<file path="src/rtl/systolic_skew_feeder.sv">
// Buffers one activation tile, then replays it into the systolic array.
// Lane j is delayed j cycles relative to lane 0, and the skew is padded with zeros.

module skew_lane #(
    parameter int DATA_WIDTH = 32,
    parameter int STAGES     = 1
) (
    input  logic                  clk,
    input  logic                  rst,
    input  logic                  in_valid,
    input  logic [DATA_WIDTH-1:0] in_data,
    output logic                  out_valid,
    output logic [DATA_WIDTH-1:0] out_data
);
    logic [STAGES-1:0]                 vld_pipe;
    logic [STAGES-1:0][DATA_WIDTH-1:0] dat_pipe;

    // Data is zeroed on entry so that invalid slots carry 0 down the whole chain.
    always_ff @(posedge clk or posedge rst) begin
        if (rst) begin
            vld_pipe <= '0;
            dat_pipe <= '0;
        end else begin
            vld_pipe[0] <= in_valid;
            dat_pipe[0] <= in_valid ? in_data : '0;
            for (int i = 1; i < STAGES; i++) begin
                vld_pipe[i] <= vld_pipe[i-1];
                dat_pipe[i] <= dat_pipe[i-1];
            end
        end
    end

    assign out_valid = vld_pipe[STAGES-1];
    assign out_data  = dat_pipe[STAGES-1];
endmodule

module systolic_skew_feeder #(
    parameter int DATA_WIDTH = 32,
    parameter int LANES      = 4,
    parameter int DEPTH      = 8
) (
    input  logic                                 clk,
    input  logic                                 rst,
    input  logic                                 s_valid,
    output logic                                 s_ready,
    input  logic [LANES-1:0][DATA_WIDTH-1:0]     s_data,
    input  logic                                 s_last,
    output logic [LANES-1:0][DATA_WIDTH-1:0]     arr_data,
    output logic [LANES-1:0]                     arr_valid,
    output logic                                 busy,
    output logic                                 tile_done,
    output logic [$clog2(DEPTH+1)-1:0]           tile_len
);
    localparam int CW = $clog2(DEPTH + 1);
    localparam int AW = (DEPTH > 1) ? $clog2(DEPTH) : 1;
    localparam int LW = (LANES > 1) ? $clog2(LANES) : 1;

    typedef enum logic [2:0] {IDLE, LOAD, STREAM, DRAIN, DONE} state_t;

    state_t                              state;
    logic [CW-1:0]                       cnt;
    logic [LW-1:0]                       dcnt;
    logic [LANES-1:0][DATA_WIDTH-1:0]    mem [DEPTH];
    logic                                accept;
    logic                                streaming;
    logic                                load_full;
    logic [AW-1:0]                       wr_idx;
    logic [AW-1:0]                       rd_idx;
    logic [LANES-1:0][DATA_WIDTH-1:0]    rd_row;

    assign s_ready   = !rst && (state == IDLE || state == LOAD);
    assign accept    = s_valid && s_ready;
    assign busy      = (state != IDLE);
    assign tile_done = (state == DONE);
    assign streaming = (state == STREAM);
    assign load_full = (cnt == CW'(DEPTH - 1));

    assign wr_idx = (state == IDLE) ? '0 : cnt[AW-1:0];
    assign rd_idx = cnt[AW-1:0];
    assign rd_row = mem[rd_idx];

    // The tile buffer holds no reset: its contents are only read after a full load.
    always_ff @(posedge clk) begin
        if (accept)
            mem[wr_idx] <= s_data;
    end

    always_ff @(posedge clk or posedge rst) begin
        if (rst) begin
            state    <= IDLE;
            cnt      <= '0;
            dcnt     <= '0;
            tile_len <= '0;
        end else begin
            case (state)
                IDLE: begin
                    if (accept) begin
                        if (s_last || DEPTH == 1) begin
                            tile_len <= CW'(1);
                            cnt      <= '0;
                            state    <= STREAM;
                        end else begin
                            cnt   <= CW'(1);
                            state <= LOAD;
                        end
                    end
                end
                LOAD: begin
                    if (accept) begin
                        if (s_last || load_full) begin
                            tile_len <= cnt + CW'(1);
                            cnt      <= '0;
                            state    <= STREAM;
                        end else begin
                            cnt <= cnt + CW'(1);
                        end
                    end
                end
                // cnt doubles as the read row index while streaming.
                STREAM: begin
                    if (cnt == tile_len - CW'(1)) begin
                        cnt   <= '0;
                        state <= (LANES == 1) ? DONE : DRAIN;
                    end else begin
                        cnt <= cnt + CW'(1);
                    end
                end
                DRAIN: begin
                    if (dcnt == LW'(LANES - 2)) begin
                        dcnt  <= '0;
                        state <= DONE;
                    end else begin
                        dcnt <= dcnt + LW'(1);
                    end
                end
                DONE:    state <= IDLE;
                default: state <= IDLE;
            endcase
        end
    end

    for (genvar j = 0; j < LANES; j++) begin : g_lane
        skew_lane #(
            .DATA_WIDTH(DATA_WIDTH),
            .STAGES    (j + 1)
        ) u_lane (
            .clk      (clk),
            .rst      (rst),
            .in_valid (streaming),
            .in_data  (rd_row[j]),
            .out_valid(arr_valid[j]),
            .out_data (arr_data[j])
        );
    end
endmodule

</file>
<file path="config.mk">
export PLATFORM = sky130hd
export DESIGN_NAME = systolic_skew_feeder
export DESIGN_NICKNAME = d
export VERILOG_FILES = /design/src/rtl/systolic_skew_feeder.sv
export SDC_FILE = /design/constraint.sdc
export NUM_CORES = 1
export LEC_CHECK = 0
export ABC_AREA = 1
export CORE_ASPECT_RATIO = 1.75
export CORE_MARGIN = 2
export CORE_UTILIZATION = 59
export CTS_CLUSTER_DIAMETER = 60
export DETAILED_ROUTE_END_ITERATION = 7
export PLACE_DENSITY = 0.79
export SLEW_MARGIN = 20
export SYNTH_ARGS = -nofsm -noshare
export SYNTH_HDL_FRONTEND = slang
export SYNTH_SLANG_ARGS = --single-unit
</file>
<file path="constraint.sdc">
create_clock -name clk -period 15.7 [get_ports clk]
set_clock_uncertainty 0.1 [all_clocks]
set_input_delay 3.14 -clock clk [delete_from_list [all_inputs] [get_ports clk]]
set_output_delay 3.14 -clock clk [all_outputs]
set_load 0.005 [all_outputs]
</file>
# Word level (Yosys, flattened, before mapping)
# Memory sizes are Yosys's and may differ from the RTL's.
# Cells that the tools add are included.
[totals]
input_bits = 132
output_inout_bits = 139
n_memories = 1
word_cells = 73
reg_bits = 343
ramBits = 1024
[memory_table]
columns = ["name", "depth", "width", "read_ports", "rd_clocked_by_memory_dff", "write_ports", "line", "text"]
rows = [
  ["mem", 8, 128, 1, 0, 1, "63", "logic [LANES-1:0][DATA_WIDTH-1:0] mem [DEPTH];"],
]
[op_classes]
n_eq_ne = 13
reduce_logical = 12
mux = 26
n_addsub = 3
[op_table]
columns = ["op", "n"]
rows = [
  ["$mux W32", 4],
  ["$mux W4", 8],
  ["$mux W3", 6],
  ["$pmux W3 S4", 1],
  ["$pmux W4 S3", 1],
  ["$ne A2 B2 Y1 const B", 5],
  ["$reduce_and A5 Y1", 2],
  ["$pmux W4 S2", 1],
  ["$eq A3 B2 Y1 const B", 2],
  ["$reduce_bool A3 Y1", 2],
  ["$add A4 B1 Y4 const B", 1],
  ["$eq A4 B3 Y1 const B", 1],
  ["$eq A4 B4 Y1", 1],
  ["$mux W2", 2],
  ["$sub A4 B1 Y4 const B", 1],
  ["$eq A3 B1 Y1 const B", 1],
  ["$eq A3 B3 Y1 const B", 1],
  ["$logic_not A3 Y1", 1],
  ["$mux W1", 3],
  ["$reduce_and A3 Y1", 1],
  ["$add A2 B1 Y2 const B", 1],
  ["$eq A2 B2 Y1 const B", 1],
  ["$logic_and A1 B1 Y1", 2],
  ["$logic_or A1 B1 Y1", 2],
  ["other kinds (3)", 3],
]

# Logic depth before layout (Yosys ltp)
# Gate-level depths: netlist of the first run.
[logic_depth]
word_depth = 6
depth_mapped = 12
ltp_nobuf = 12

# By module
# Synthesis of the first run repeated with hierarchy kept, for this count alone.
[unflattened]
cells_unflattened = 3736
hier_area_um2 = 50362.1
[modules_own_cells]
columns = ["mod", "seq_area_each_um2", "cells_each", "area_per_inst_um2", "n_inst"]
rows = [
  ["systolic_skew_feeder", 31074.8, 3038, 40272.4, 1],
  ["skew_lane at g_lane[3].u_lane", 3303.2, 232, 3821.2, 1],
  ["skew_lane at g_lane[2].u_lane", 2477.4, 199, 2995.4, 1],
  ["skew_lane at g_lane[1].u_lane", 1651.6, 166, 2169.6, 1],
  ["skew_lane at g_lane[0].u_lane", 825.8, 101, 1103.6, 1],
]

# Worst setup path before layout of the first run
# No wires, ideal clock.
[synth_timing]
kind = "input to register"
from = "input rst"
to = "memory mem[0][0] (netlist bit), enable pin"
stages = 5
path_buffers = 0
required_time_ns = 14.983
setup_ns = 0.617
t_arrival_ns = 9.128
path_slack_ns = 5.855
cell_sequence = "nor3_1 > nand2_1 > inv_1 > o21ai_0 > nor2_1"
[synth_via]
elab_chain_len = 5
[synth_lines]
columns = ["item", "line", "text"]
rows = [
  ["start: declaration", "43", "input logic rst,"],
  ["$logic_not A1 Y1 (no source line)", "n/a", ""],
  ["$logic_and A1 B1 Y1", "71", "assign s_ready = !rst && (state == IDLE || state == LOAD);"],
  ["$logic_and A1 B1 Y1", "72", "assign accept = s_valid && s_ready;"],
  ["$mux W1", "84", "if (accept)"],
  ["$mux W1 (implied by the code)", "85", "mem[wr_idx] <= s_data;"],
  ["end: declaration", "63", ""],
]
# Every way passes these cells.

# Worst setup path in the final report of the first run
[layout_timing]
from = "input rst"
to = "output s_ready"
[layout_via]
elab_chain_len = 2
[layout_lines]
columns = ["item", "line", "text"]
rows = [
  ["$logic_not A1 Y1 (no source line)", "n/a", ""],
  ["$logic_and A1 B1 Y1", "71", ""],
  ["end: declaration", "45", "output logic s_ready,"],
]
# Every way passes these cells.

==> results of run 1 <==
-- Yosys cell counts, types with 2 or more instances --
cell      count  share of area
edfxtp_1   1024           0.62
nor2_1      919          0.070
o21ai_0     465          0.047
dfrtp_1     337           0.17
o21ai_1     313          0.032
buf_4       128          0.019
a31oi_1     127          0.016
clkbuf_1    110         0.0083
buf_2        63         0.0064
nand2_1      45         0.0034
inv_1        22         0.0017
nand3_1      15         0.0015
buf_6         8         0.0018
buf_1         5        0.00038
inv_2         5        0.00038
nand4_1       3        0.00038
a21oi_1       2        0.00020
ha_1          2        0.00050
nor3_1        2        0.00020
o22ai_1       2        0.00025
xor2_1        2        0.00035
-- per-stage QoR --
stage / hold WS (ns) / util / setup slack, ns
6_report: 0.243 / 0.674 / 8.01
5_1_grt: 0.248 / 0.674 / 7.94
4_1_cts: 0.243 / 0.674 / 8.01
3_5_place_dp: 0.235 / 0.628 / 8.01
3_3_place_gp: 0.231 / 0.628 / 7.98
2_1_floorplan: 0.231 / - / 3.12
-- where the power goes --
part | switching (mW) | internal, mW
registers | 0.154 | 4.24
logic | 1.44 | 0.721
clock network | 1.24 | 1.60
-- logic make-up after synthesis --
logic type      share of synthesized area
compound gates                     0.0953
xor+xnor                         0.000353
fa+ha+maj                        0.000504
buf+inv                            0.0383
flops                               0.790
simple gates                       0.0755
-- metal layers --
metal	global-route usage	vias to the layer above
met5	0	-
met4	0.0966	16
met3	0.0408	196
met2	0.431	1163
met1	0.304	14300
li1	-	12900
-- layout make-up --
class / count / area [um2]
inverter: 27 / 131
tap: 1065 / 1330
antenna: 9 / 22.5
clock inverter: 54 / 483
sequential: 1361 / 39200
fill: 5409 / 27100
timing repair buffer: 303 / 3060
multi-input combinational: 1901 / 8570
clock buffer: 159 / 3320
-- critical path: cells and delay by family --
kind / cells / cell delay, ns
and+or+nand+nor: 1 / 0.25
buffers and inverters: 2 / 1.06
-- layout by cell type, fill, tap and decap left out, drive strengths merged, types with 33 or more instances in the layout --
master | Yosys | routed
a31oi | 127 | 127
clkinv | 0 | 34
edfxtp | 1024 | 1024
clkbuf | 110 | 159
dfrtp | 337 | 337
nand2 | 45 | 45
inv | 27 | 35
nor2 | 919 | 919
clkdlybuf4s50 | 0 | 270
o21ai | 778 | 778
buf | 204 | 33
-- sequential cells by signal, summed over array words and instances, names as in the netlist --
name and count:
tile_len 4, dcnt 2, g_lane.u_lane.vld_pipe 4, cnt 4, g_lane.u_lane.out_data 128, mem 1024, state 3, g_lane.u_lane.dat_pipe 192
-- worst min-delay path by stage --
stage                             startpoint                            end  slack, ns  cells past startpoint
3_5_place_dp   g_lane[1].u_lane.dat_pipe[20]  g_lane[1].u_lane.out_data[20]       0.23                      0
3_3_place_gp   g_lane[2].u_lane.dat_pipe[63]  g_lane[2].u_lane.out_data[31]       0.23                      0
5_1_grt        g_lane[3].u_lane.dat_pipe[20]  g_lane[3].u_lane.dat_pipe[52]       0.25                      0
2_1_floorplan   g_lane[1].u_lane.dat_pipe[0]   g_lane[1].u_lane.out_data[0]       0.23                      0
4_1_cts        g_lane[3].u_lane.dat_pipe[20]  g_lane[3].u_lane.dat_pipe[52]       0.24                      0
6_report       g_lane[3].u_lane.dat_pipe[20]  g_lane[3].u_lane.dat_pipe[52]       0.24                      0
==> out/metrics.csv, run 1 <==
stage,metric,value,unit
sta,rsz0062_at_grt,no,
detailed_routing,wirelength,106000,um
placed_design,hpwl,52600,um
finish,area_growth,13.1,%
sta,worst_pin_slew,1.09,ns
die,core,83200,um2
detailed_routing,drc,0,
sta,finalCritPeriodShare,0.490,
global_route,grt_pass1_vias,28500,
global_route,grt_first_pass_wirelength,162000,um
synth,ys.flop_type,edfxtp_1,
finish,fin_area,56100,um2
finish,num-nets-final,3840,
placed_design,placed_area,52200,um2
global_route,grt_antenna_before_repair,16,
setup_path,crit_type,in2out,
clocking,cts_sinks,1361,
flow_run,drv_cap,0,
synth,async_reset_ff_frac,0.248,
detailed_routing,via_count,28600,
placed_design,placedCellCount,4655,
pwr,p_leak,19.7,nW
clocking,post_cts_buffers,0,
die,dieHeight,388,um
detailed_routing,viasPerCell,5.85,
setup_path,crit_path_max_incr_delay,0.55,ns
detailed_routing,dr.pass1.iters,6,
pwr,peakVddDrop,0.125,mV
synth,synth_seq_area_share,0.790,
clocking,ctsResizeCount,0,
clocking,clk_pin_slew,0.07,ns
setup_path,end_kind,output port,
clocking,cts_buffer_depth,3,
synth,syn-cell-area,49600,um2
detailed_routing,drt_iter0_drc,2948,
detailed_routing,post_drt_wl_per_cell,21.7,um
sta,timing_hold_violations_final,0,
sta,layout_min_cycle_time,7.69,ns
die,rows,140,
synth,ys_seq_elements,1361,
sta,clock.fmax,130,MHz
global_route,grt_max_degree,231,
clocking,htree_levels,3,
sta,drv_slew,0,
global_route,grt_usage,0.245,
pwr,powerDensity,167,nW/um2
worst_hold_path,min_path_type,reg2reg,
detailed_routing,met3WireLength,7430,um
setup_path,timing.rr.start,cnt[0],
die,die_w,223,um
global_route,grt-ovfl-total,0,
setup_path,crit_fanout,2,
setup_path,reg2reg_to,mem[6][100],
setup_path,worstPathRequired,12.46,ns
clocking,cts_buffers,112,
sta,slew_headroom,0.271,
clocking,cts_hold_buf,0,
die,ios,271,
sta,tns,0,ns
pwr,power,9.39,mW
detailed_routing,top_layer,met5,
die,dieArea,86500,um2
sta,setup_violations,0,
setup_path,critPathSlowestCell,clkdlybuf4s50_1,
finish,drive_above_1_share,0.0623,
synth,synth_cells,3603,
detailed_routing,wl_met1,40100,um
synth,synth_edf_count,1024,
finish,final_cells,4879,
clocking,cts_tree,built,
detailed_routing,wl_met2,55200,um
setup_path,crit_top_cell,clkdlybuf4s50_1,
synth,syn-num-nets,3737,
setup_path,cp-endpoint,s_ready,
clocking,cts_root_buffer,clkbuf_16,
setup_path,crit_path_start_kind,primary input,
synth,ys_types,25,
setup_path,crit_chain,clkdlybuf4s50_1 -> nor3_1 -> clkdlybuf4s50_1,
setup_path,critPathLaunch,rst,
detailed_routing,drtAntennaViolNets,0,
placed_design,place_congestion,0.775,
synth,ys_warn_count,0,
outcome,status,completed,
die,start_util,0.596,
setup_path,rrSetupSlack,10.79,ns
synth,avgSynthCellArea,13.8,um2
clocking,clock_latency,0.72,ns
setup_path,reg2reg_depth,6,
placed_design,port-buffer-count,270,
setup_path,arrival,4.45,ns
Power figures use the tool's default switching activity.
==> inputs of run 2 (changes only) <==
- clock period: 15.7 -> 7.8 ns (I/O delays scaled with it)
==> run 2 against run 1 <==
Sequential cell count did not move. Total power rose by 100%. Clock power rose by 110%. Cell count barely moved.
==> out/metrics.csv, run 2 (same netlist as run 1, synthesis figures left out) <==
stage,metric,value,unit,change
outcome,status,completed,,
sta,layout_min_cycle_time,4.44,ns,
setup_path,critPathSlowestCell,clkdlybuf4s50_1,,
clocking,clock_latency,0.72,ns,about the same
finish,largest_reg_flops,1024,,unchanged
finish,layout_common_cells,"1024 x edfxtp_1, 911 x nor2_1, 464 x o21ai_0",,
die,die_w,223,um,unchanged
die,core,83200,um2,unchanged
setup_path,crit_chain,clkdlybuf4s50_1 -> nor3_1 -> clkdlybuf4s50_1,,
clocking,cts_sinks,1361,,unchanged
sta,whs,0.239,ns,-0.00472 ns
sta,setup_violations,0,,unchanged
setup_path,arrival,2.78,ns,-1.67 ns
sta,slew_headroom,0.150,,-0.120
sta,rsz0062_at_grt,no,,
sta,tns,0,ns,unchanged
worst_hold_path,min_path_type,reg2reg,,
finish,final_cells,4881,,+0.041%
finish,drive_above_1_share,0.0622,,about the same
sta,worst_pin_slew,1.27,ns,+0.180 ns
detailed_routing,drc,0,,unchanged
global_route,busiest_layer,met2,,
clocking,cts_buffer_depth,3,,unchanged
setup_path,crit_type,in2out,,
finish,largest-register,mem,,
detailed_routing,drtAntennaViolNets,0,,unchanged
detailed_routing,drt_iter0_drc,3022,,+2.5%
finish,area_growth,13.5,%,
sta,fin_ws,3.36,ns,-4.65 ns
clocking,post_cts_buffers,0,,unchanged
placed_design,dp_slack,2.89,ns,-5.13 ns
global_route,use_met2,0.443,,+0.0118
setup_path,crit_top_cell,clkdlybuf4s50_1,,
setup_path,crit_path_start_kind,primary input,,
global_route,grt_max_degree,272,,+18%
sta,clock.fmax,225,MHz,
placed_design,port-buffer-count,270,,unchanged
global_route,met1_usage,0.303,,-0.00144
clocking,cts_root_buffer,clkbuf_16,,
finish,num-nets-final,3844,,+0.10%
flow_run,drv_cap,0,,unchanged
die,ios,271,,unchanged
clocking,cts_hold_buf,0,,unchanged
global_route,grt-ovfl-total,0,,unchanged
detailed_routing,via_count,28600,,+0.22%
placed_design,hpwl,55800,um,+6.2%
global_route,grt_antenna_before_repair,14,,-2
setup_path,crit_fanout,2,,unchanged
placed_design,placedCellCount,4660,,+0.11%
die,dieArea,86500,um2,unchanged
detailed_routing,dr.pass1.iters,8,,+2
pwr,peakVddDrop,0.269,mV,+120%
clocking,ctsResizeCount,0,,unchanged
die,rows,140,,unchanged
clocking,htree_levels,3,,unchanged
die,dieHeight,388,um,unchanged
global_route,use_met3,0.0364,,-0.00439
detailed_routing,viasPerCell,5.86,,+0.18%
detailed_routing,wirelength,107000,um,+0.96%
global_route,grt_first_pass_wirelength,164000,um,+1.7%
global_route,grt_usage,0.249,,+0.00339
pwr,powerDensity,339,nW/um2,+100%
detailed_routing,post_drt_wl_per_cell,21.9,um,+0.92%
sta,timing_hold_violations_final,0,,unchanged
die,start_util,0.596,,unchanged
sta,finalCritPeriodShare,0.569,,
setup_path,worstPathRequired,6.14,ns,-6.32 ns
sta,drv_slew,0,,unchanged
clocking,cts_tree,built,,
global_route,grt_pass1_vias,29100,,+2.1%
placed_design,place_congestion,0.762,,-1.6%
finish,finish.utilization,0.677,,+0.00220
finish,layout_commonest_cell,edfxtp_1,,
clocking,clk_pin_slew,0.07,ns,about the same
setup_path,end_kind,output port,,
clocking,cts_buffers,111,,-0.89%
pwr,p_leak,19.8,nW,+0.28%
setup_path,crit_path_max_incr_delay,0.54,ns,about the same
run 2: worst max-delay path, delay by kind of cell:
family	cells	cell delay (ns)
buffers and inverters	2	1.01
and+or+nand+nor	1	0.21
run 2: final timing paths:
path | start | to | slack [ns] | depth (start not counted)
min in group asynchronous | rst | g_lane[3].u_lane.dat_pipe[89] | 1.21 | 2
max in group asynchronous | rst | g_lane[3].u_lane.dat_pipe[38] | 5.22 | 3
min | g_lane[2].u_lane.dat_pipe[25] | g_lane[2].u_lane.dat_pipe[57] | 0.24 | 0
max reg2reg | cnt[1] | mem[5][91] | 4.15 | 4
max | rst | s_ready | 3.36 | 3
min reg2reg | g_lane[2].u_lane.dat_pipe[25] | g_lane[2].u_lane.dat_pipe[57] | 0.24 | 0
run 2: stage by stage:
step	area, um2	power [mW]
floorplan	49600	12.0
global placement	52300	13.2
detailed placement	52300	13.3
CTS	56200	19.2
global route	56300	20.0
finish	56300	19.1
run 2: final cells by class:
cell class                      count  area [um2]
Sequential cell                  1361       39200
Fill cell                        5369       26900
Multi-Input combinational cell   1901        8570
Timing Repair Buffer              308        3180
Clock buffer                      140        3060
Tap cell                         1065        1330
Clock inverter                     71         815
Inverter                           27         128
Antenna cell                        8        20.0
run 2: per-layer routing:
layer  up-vias  routed length [um]
li1      12900                   -
met3       207                6980
met1     14300               39600
met2      1202               56800
met5         -                  68
met4        10                3250
run 2: power by group:
part           internal, mW  switching [mW]  leakage [nW]
combinational          1.48            2.94          4.17
clock                  3.33            2.53          1.90
sequential             8.53           0.276          13.7
